## config.mk

```make
export PLATFORM = sky130hd
export DESIGN_NAME = demux1to4_router
export DESIGN_NICKNAME = d
export VERILOG_FILES = /design/src/rtl/demux1to4_router.sv
export SDC_FILE = /design/constraint.sdc
export NUM_CORES = 1
export LEC_CHECK = 0
export CAP_MARGIN = 20
export CELL_PAD_IN_SITES_DETAIL_PLACEMENT = 2
export CELL_PAD_IN_SITES_GLOBAL_PLACEMENT = 2
export CORE_MARGIN = 3
export CORE_UTILIZATION = 25
export CTS_BUF_LIST = sky130_fd_sc_hd__clkbuf_4
export CTS_CLUSTER_SIZE = 12
export DETAILED_ROUTE_END_ITERATION = 8
export GPL_ROUTABILITY_DRIVEN = 0
export PLACE_DENSITY_LB_ADDON = 0.1
export SETUP_SLACK_MARGIN = 0.2
export SLEW_MARGIN = 40
export SYNTH_ARGS = -nofsm -noshare
export SYNTH_HDL_FRONTEND = slang
export SYNTH_SLANG_ARGS = --single-unit
```

## constraint.sdc

```tcl
create_clock -name clk -period 4.2 [get_ports clk]
set_input_delay 0.84 -clock clk [delete_from_list [all_inputs] [get_ports clk]]
set_output_delay 0.84 -clock clk [all_outputs]
set_load 0.1 [all_outputs]
```

## src/rtl/demux1to4_router.sv

```systemverilog
// demux1to4_router: a one-entry registered buffer that steers one word to one of four
// valid/ready sinks, with a saturating transfer counter for each sink.
module demux1to4_router #(
    parameter int DATA_W = 32,
    parameter int CNT_W  = 16
) (
    input  logic              clk,
    input  logic              rst_n,
    input  logic              flush,
    input  logic              cnt_clr,
    input  logic              in_valid,
    output logic              in_ready,
    input  logic [1:0]        in_sel,
    input  logic [DATA_W-1:0] in_data,
    output logic [3:0]        out_valid,
    input  logic [3:0]        out_ready,
    output logic [DATA_W-1:0] out_data0,
    output logic [DATA_W-1:0] out_data1,
    output logic [DATA_W-1:0] out_data2,
    output logic [DATA_W-1:0] out_data3,
    output logic [CNT_W-1:0]  cnt0,
    output logic [CNT_W-1:0]  cnt1,
    output logic [CNT_W-1:0]  cnt2,
    output logic [CNT_W-1:0]  cnt3,
    output logic              dbg_state_o
);

    // Handshake: a word moves on a rising edge where valid && ready are both high.
    // out_valid/out_data come from registers only, and the data is held while out_valid is high.
    typedef enum logic {
        ST_EMPTY = 1'b0,
        ST_FULL  = 1'b1
    } state_e;

    localparam logic [CNT_W-1:0] CNT_MAX = '1;

    state_e            state_q, state_d;
    logic [1:0]        sel_q, sel_d;
    logic [DATA_W-1:0] data_q, data_d;
    logic [CNT_W-1:0]  cnt_q [4];
    logic [CNT_W-1:0]  cnt_d [4];
    logic              hold_valid;
    logic              out_fire;
    logic              in_fire;

    assign hold_valid = (state_q == ST_FULL);
    assign out_fire   = hold_valid && out_ready[sel_q];
    assign in_ready   = !flush && (!hold_valid || out_ready[sel_q]);
    assign in_fire    = in_valid && in_ready;

    // A new word can replace one that drains in the same cycle; flush never coincides with in_fire.
    always_comb begin
        state_d = state_q;
        sel_d   = sel_q;
        data_d  = data_q;
        if (in_fire) begin
            state_d = ST_FULL;
            sel_d   = in_sel;
            data_d  = in_data;
        end else if (flush || out_fire) begin
            state_d = ST_EMPTY;
        end
    end

    always_comb begin
        out_valid = 4'b0000;
        if (hold_valid) begin
            out_valid[sel_q] = 1'b1;
        end
    end

    always_comb begin
        for (int k = 0; k < 4; k++) begin
            cnt_d[k] = cnt_q[k];
            if (cnt_clr) begin
                cnt_d[k] = '0;
            end else if (out_valid[k] && out_ready[k] && (cnt_q[k] != CNT_MAX)) begin
                cnt_d[k] = cnt_q[k] + 1'b1;
            end
        end
    end

    always_ff @(posedge clk or negedge rst_n) begin
        if (!rst_n) begin
            state_q <= ST_EMPTY;
            sel_q   <= 2'd0;
            data_q  <= '0;
            for (int k = 0; k < 4; k++) begin
                cnt_q[k] <= '0;
            end
        end else begin
            state_q <= state_d;
            sel_q   <= sel_d;
            data_q  <= data_d;
            for (int k = 0; k < 4; k++) begin
                cnt_q[k] <= cnt_d[k];
            end
        end
    end

    assign out_data0   = out_valid[0] ? data_q : '0;
    assign out_data1   = out_valid[1] ? data_q : '0;
    assign out_data2   = out_valid[2] ? data_q : '0;
    assign out_data3   = out_valid[3] ? data_q : '0;
    assign cnt0        = cnt_q[0];
    assign cnt1        = cnt_q[1];
    assign cnt2        = cnt_q[2];
    assign cnt3        = cnt_q[3];
    assign dbg_state_o = (state_q == ST_FULL);

endmodule
```

==> impl_metrics.py, run 1 <==
metrics = {
    "placement": {
        "dp.cells": 1074,
        "place_ws_ns": 0.825,
        "detailed_place_hpwl_um": 15600,
        "io_buffers": 240,
        "place_area_um2": 7610,
    },
    "floorplanning": {
        "coreArea_um2": 21500,
        "die_w_um": 155,
        "dieArea_um2": 24100,
        "initial_core_util_pct": 25.9,
        "placementRows": 53,
        "top_level_ports": 241,
        "die_y_um": 155,
    },
    "synthesis": {
        "syn_area_per_cell_um2": 9.56,
        "synth-edff-count": 0,
        "synth_top_area_cell": "dfrtp_1",
        "synth-warning-count": 0,
        "synthFlopType": "dfrtp_1",
        "synth-seq-cells": 99,
        "synth.area.mux_share_pct": 7.64,
        "synth_top_family_by_area": "simple AND/OR/NAND/NOR gates",
        "yosys.cell_types.count": 47,
        "syn-num-nets": 630,
        "synth.top_cell.area_share_pct": 44.5,
        "yosys.area_share.simple_pct": 32.1,
        "synth_area_um2": 5570,
        "syn_inst": 583,
        "synth_async_sr_flop_share_pct": 100,
        "ys_top_cells_by_count": "and2_1, dfrtp_1, nor2_1",
        "synth_xor_area_share_pct": 7.55,
        "synth_compound_area_share_pct": 4.54,
        "yosysMostFrequentCell": "and2_1",
        "synthTopCellsByArea": "dfrtp_1, and2_1, mux2_2",
        "synthAdderAreaFrac_pct": 0.898,
        "ys_seq_area_share_pct": 44.5,
    },
    "finish": {
        "ff_latch_area_um2": 2480,
        "fin_area_um2": 7750,
        "fin_cells": 1090,
        "drive_gt1_share_pct": 33.4,
        "nFillCells": 2424,
        "final_nets": 857,
        "syn_to_final_growth_pct": 39.1,
        "multi_input_area_um2": 2970,
    },
    "clock_network": {
        "htree_levels": 3,
        "cts_tree": "yes",
        "clk_pin_slew_worst_paths_ns": 0.16,
        "clock-sinks": 99,
        "cts_resized": 0,
        "clock_path_buffers": 2,
        "hold_buffers": 0,
        "clk_latency_ns": 0.48,
        "numCtsBuffers": 9,
        "postCtsSetupBuffers": 0,
        "clockRootBuffer": "clkbuf_4",
    },
    "hold_path": {
        "hp-class": "in2async",
    },
    "setup_path": {
        "reg2reg_depth": 6,
        "critPathKind": "in2out",
        "worstSetupEndpointType": "output pin",
        "crit_required_ns": 3.36,
        "ff2ff_setup_slack_ns": 1.72,
        "arrival_ns": 2.39,
        "reg2reg_to": "data_q[3]",
        "cp_max_fo": 6,
        "crit_path_start_kind": "input pin",
        "regToRegStartpoint": "sel_q[0]",
    },
    "global_route": {
        "antenna_found_initial": 2,
        "grt-ovfl-total": 0,
        "grt_pass1_wl_um": 33000,
        "grt_max_degree": 77,
        "grt_pass1_vias": 5746,
        "grt_usage_pct": 17.3,
    },
    "pwr": {
        "p_int_mw": 1.44,
        "seqPwrFrac_pct": 43.4,
        "sw_frac_of_total_pct": 43.7,
        "p_leak_nw": 3.63,
        "p_comb_share_pct": 36.4,
        "switchingPower_mw": 1.12,
        "ir_drop_mv": 0.138,
        "p_per_area_nw_per_um2": 330,
        "p_clk_share_pct": 20.2,
        "p_total_mw": 2.56,
    },
    "outcome": {
        "status": "finished clean",
    },
    "timing": {
        "skew_ns": 0.0202,
        "fmax_mhz": 310,
        "finalMaxSlewViolations": 0,
        "finalSetupViolations": 0,
        "setup_slack_ns": 0.972,
        "period_share_pct": 76.9,
        "fin_crit_ns": 3.23,
        "hold_viol": 0,
        "slew_headroom_pct": 52.7,
        "fin_setup_tns_ns": 0,
        "tightest_slew_ns": 0.703,
        "grt_setup_unrepaired": "no",
    },
    "job": {
        "max_cap_violations": 0,
    },
    "detailed_routing": {
        "dr.pass1.iters": 4,
        "ant_nets": 0,
        "dr_total_vias": 5167,
        "drc": 0,
        "avgViaCountPerCell": 4.74,
        "wl_um": 20800,
        "avgRoutedWirePerCell_um": 19.1,
        "drtIter0Drc": 134,
    },
}
[routing by layer]
metal | GRT usage (%) | wire length [um] | vias to the layer above
met5 | 0 | 13 | -
met4 | 4.21 | 291 | 2
met3 | 4.53 | 1040 | 15
li1 | - | - | 2430
met1 | 20.6 | 8490 | 2600
met2 | 30.9 | 11000 | 120
[final cells by class]
| type | count | area share (%) |
|---|---|---|
| diodes | 1 | 0.0323 |
| clock buffers | 10 | 0.969 |
| clock inverters | 5 | 0.711 |
| inverters | 4 | 0.194 |
| multi-input cells | 448 | 38.4 |
| flip-flops and latches | 99 | 32.0 |
| well taps | 275 | 4.44 |
| repair buffers | 248 | 23.3 |
[power groups by stage]
stage	combinational [mW]	clock, mW	sequential [mW]
final	0.929	0.516	1.11
after global routing	0.969	0.591	1.13
after CTS	0.941	0.559	1.11
after detailed placement	0.939	0	1.13
after global placement	0.924	0	1.12
after floorplan	0.706	0	1.11
[state kept, by name, indices dropped and copies added (netlist names)]
name and cells:
data_q 32, cnt0 16, cnt1 16, cnt2 16, cnt3 16, sel_q 2
dbg_state_o 1
[critical path, cell delays in order]
cell             delay [ns]
clkdlybuf4s50_1        0.55
mux4_2                 0.49
nor2b_1                0.17
nor2_1                 0.09
buf_4                  0.24
[cells by family after synthesis]
family,after synthesis
AOI/OAI and AO/OA,41
xor gates and xnor gates,48
adders and majority gates,4
buffers and inverters,36
DFF,99
muxes,37
and+or+nand+nor,318
[layout by cell type (no fill, tap or decap), types with 8 or more instances in the layout]
master	count
a21oi_1	12
and2_1	132
buf_2	65
buf_4	142
clkbuf_4	10
clkdlybuf4s50_1	40
dfrtp_1	99
mux2_2	34
nand2_1	23
nand3_1	24
nand4_1	16
nor2_1	59
nor3_1	17
nor4_1	10
o21ai_0	11
or3_1	8
xnor2_1	32
xor2_1	16
[through the flow]
step	hold slack, ns	utilization (%)
floorplan	0.513	-
finish	0.344	36.1
global route	0.339	36.1
CTS	0.359	36.0
detailed placement	0.557	35.4
global placement	0.537	36.8
[how the worst max path moves through the flow]
stage	startpoint	to	cells past startpoint
floorplan	dbg_state_o	out_data0[22]	3
global placement	out_ready[1]	data_q[26]	7
detailed placement	out_ready[1]	data_q[26]	7
CTS	out_ready[1]	in_ready	5
global route	sel_q[0]	out_data3[14]	4
finish	out_ready[1]	in_ready	5
Power figures use the tool's default switching activity.
==> run 2, diff against run 1 <==
- clock period: 4.2 -> 3.3 ns (I/O delays scaled with it)
==> impl_metrics.py, run 2 (synthesis results as in run 1) <==
metrics = {
    "outcome": {
        "status": "finished clean",
    },
    "placement": {
        "io_buffers": 240,
        "place_ws_ns": 0.466,
        "detailed_place_hpwl_um": 17400,
        "place_area_um2": 9420,
    },
    "floorplanning": {
        "die_w_um": 155,
        "top_level_ports": 241,
        "die_y_um": 155,
        "placementRows": 53,
        "dieArea_um2": 24100,
        "initial_core_util_pct": 25.9,
        "coreArea_um2": 21500,
    },
    "setup_path": {
        "crit_path_start_kind": "flop",
        "crit_path_start": "sel_q[1]",
        "arrival_ns": 2.20,
        "regToRegStartpoint": "sel_q[1]",
        "cp_max_fo": 29,
        "worstSetupEndpointType": "output pin",
        "crit_required_ns": 2.64,
        "critPathKind": "reg2out",
    },
    "timing": {
        "period_share_pct": 86.6,
        "hold_viol": 0,
        "finalMaxSlewViolations": 0,
        "fin_setup_tns_ns": 0,
        "grt_setup_unrepaired": "no",
        "setup_slack_ns": 0.443,
        "fin_crit_ns": 2.86,
        "finalSetupViolations": 0,
        "slew_headroom_pct": 46.1,
        "fmax_mhz": 350,
        "tightest_slew_ns": 0.801,
        "skew_ns": 0.0163,
    },
    "global_route": {
        "grt_use_met2_pct": 34.7,
        "grt_pass1_wl_um": 35800,
        "antenna_found_initial": 2,
        "grt-ovfl-total": 0,
        "busiest_layer": "met2",
        "grt_usage_pct": 19.0,
        "grt_use_met3_pct": 5.84,
        "grt_pass1_vias": 6030,
        "grt_max_degree": 48,
        "use_met1_pct": 21.3,
    },
    "finish": {
        "nFillCells": 2238,
        "final_nets": 862,
        "largest_reg_flops": 32,
        "mostFrequentLayoutCell": "buf_12",
        "syn_to_final_growth_pct": 71.0,
        "drive_gt1_share_pct": 36.6,
        "top_register": "data_q",
        "layout_common_cells": "buf_12, and2_1, dfrtp_1",
        "fin_area_um2": 9530,
    },
    "job": {
        "max_cap_violations": 0,
    },
    "detailed_routing": {
        "drc": 0,
        "dr_total_vias": 5316,
        "drtIter0Drc": 106,
        "avgViaCountPerCell": 4.85,
        "ant_nets": 0,
        "avgRoutedWirePerCell_um": 20.7,
        "dr.pass1.iters": 4,
        "wl_um": 22700,
    },
    "clock_network": {
        "clk_pin_slew_worst_paths_ns": 0.15,
        "clk_latency_ns": 0.47,
        "clock-sinks": 99,
        "cts_resized": 0,
        "clockRootBuffer": "clkbuf_4",
        "numCtsBuffers": 9,
        "hold_buffers": 0,
        "cts_tree": "yes",
        "postCtsSetupBuffers": 0,
        "htree_levels": 3,
        "clock_path_buffers": 2,
    },
    "hold_path": {
        "hp-class": "in2async",
    },
    "pwr": {
        "sw_frac_of_total_pct": 42.4,
        "switchingPower_mw": 1.47,
        "p_clk_share_pct": 16.8,
        "ir_drop_mv": 0.157,
        "p_comb_share_pct": 42.5,
        "p_per_area_nw_per_um2": 364,
        "p_leak_nw": 4.00,
        "p_int_mw": 2.00,
        "seqPwrFrac_pct": 40.8,
    },
}
-- run 2: cell count changes in the layout (fill, tap and decap cells not counted), sizes merged --
cell / delta
clkinvlp: -1
clkbuf: +1
bufinv: -1
buf: +6
diode: +1
-- run 2: power groups by stage --
stage / clock network [mW] / registers, mW / logic [mW]
floorplan: 0 / 1.41 / 0.904
global placement: 0 / 1.43 / 1.47
detailed placement: 0 / 1.44 / 1.49
CTS: 0.625 / 1.42 / 1.49
global route: 0.669 / 1.44 / 1.52
finish: 0.581 / 1.41 / 1.47
-- run 2: layer usage --
layer,part of all wire [%],wire length (um)
met5,0,0
met4,1.9,439
met3,6.4,1460
met2,53,12200
met1,38,8680
-- run 2: area by class of cell --
type	count	area, um^2	share of cell area (%)
repair buffers	253	3600	37.8
flip-flops and latches	99	2480	26.0
well taps	275	344	3.61
diodes	2	5.00	0.0525
inverters	4	15.0	0.158
clock buffers	12	90.1	0.946
multi-input cells	448	2980	31.3
clock inverters	3	16.3	0.171
-- run 2: worst max-delay path: stages, from the launching register on --
cell and delay (ns):
dfrtp_1 0.51, and3b_1 0.55, buf_12 0.25, and2_1 0.22, buf_12 0.19
-- run 2: final timing paths --
path,endpoint,slack [ns],depth (start not counted)
worst min-delay path,cnt0[10],0.14,1
worst max register to register,cnt1[9],0.99,5
min in group clk,data_q[21],0.58,1
worst max-delay path,out_data1[13],0.44,4
worst min register to register,data_q[21],0.58,1
max in group asynchronous,data_q[20],2.47,2
-- run 2: metrics by stage --
stage               power, mW  instances  hold slack [ns]  util [%]
floorplan                2.31        583            0.364         -
global placement         2.89       1079            0.528      43.8
detailed placement       2.93       1079            0.555      43.8
CTS                      3.53       1094            0.116      44.3
global route             3.63       1096            0.143      44.3
finish                   3.46       1096            0.141      44.3
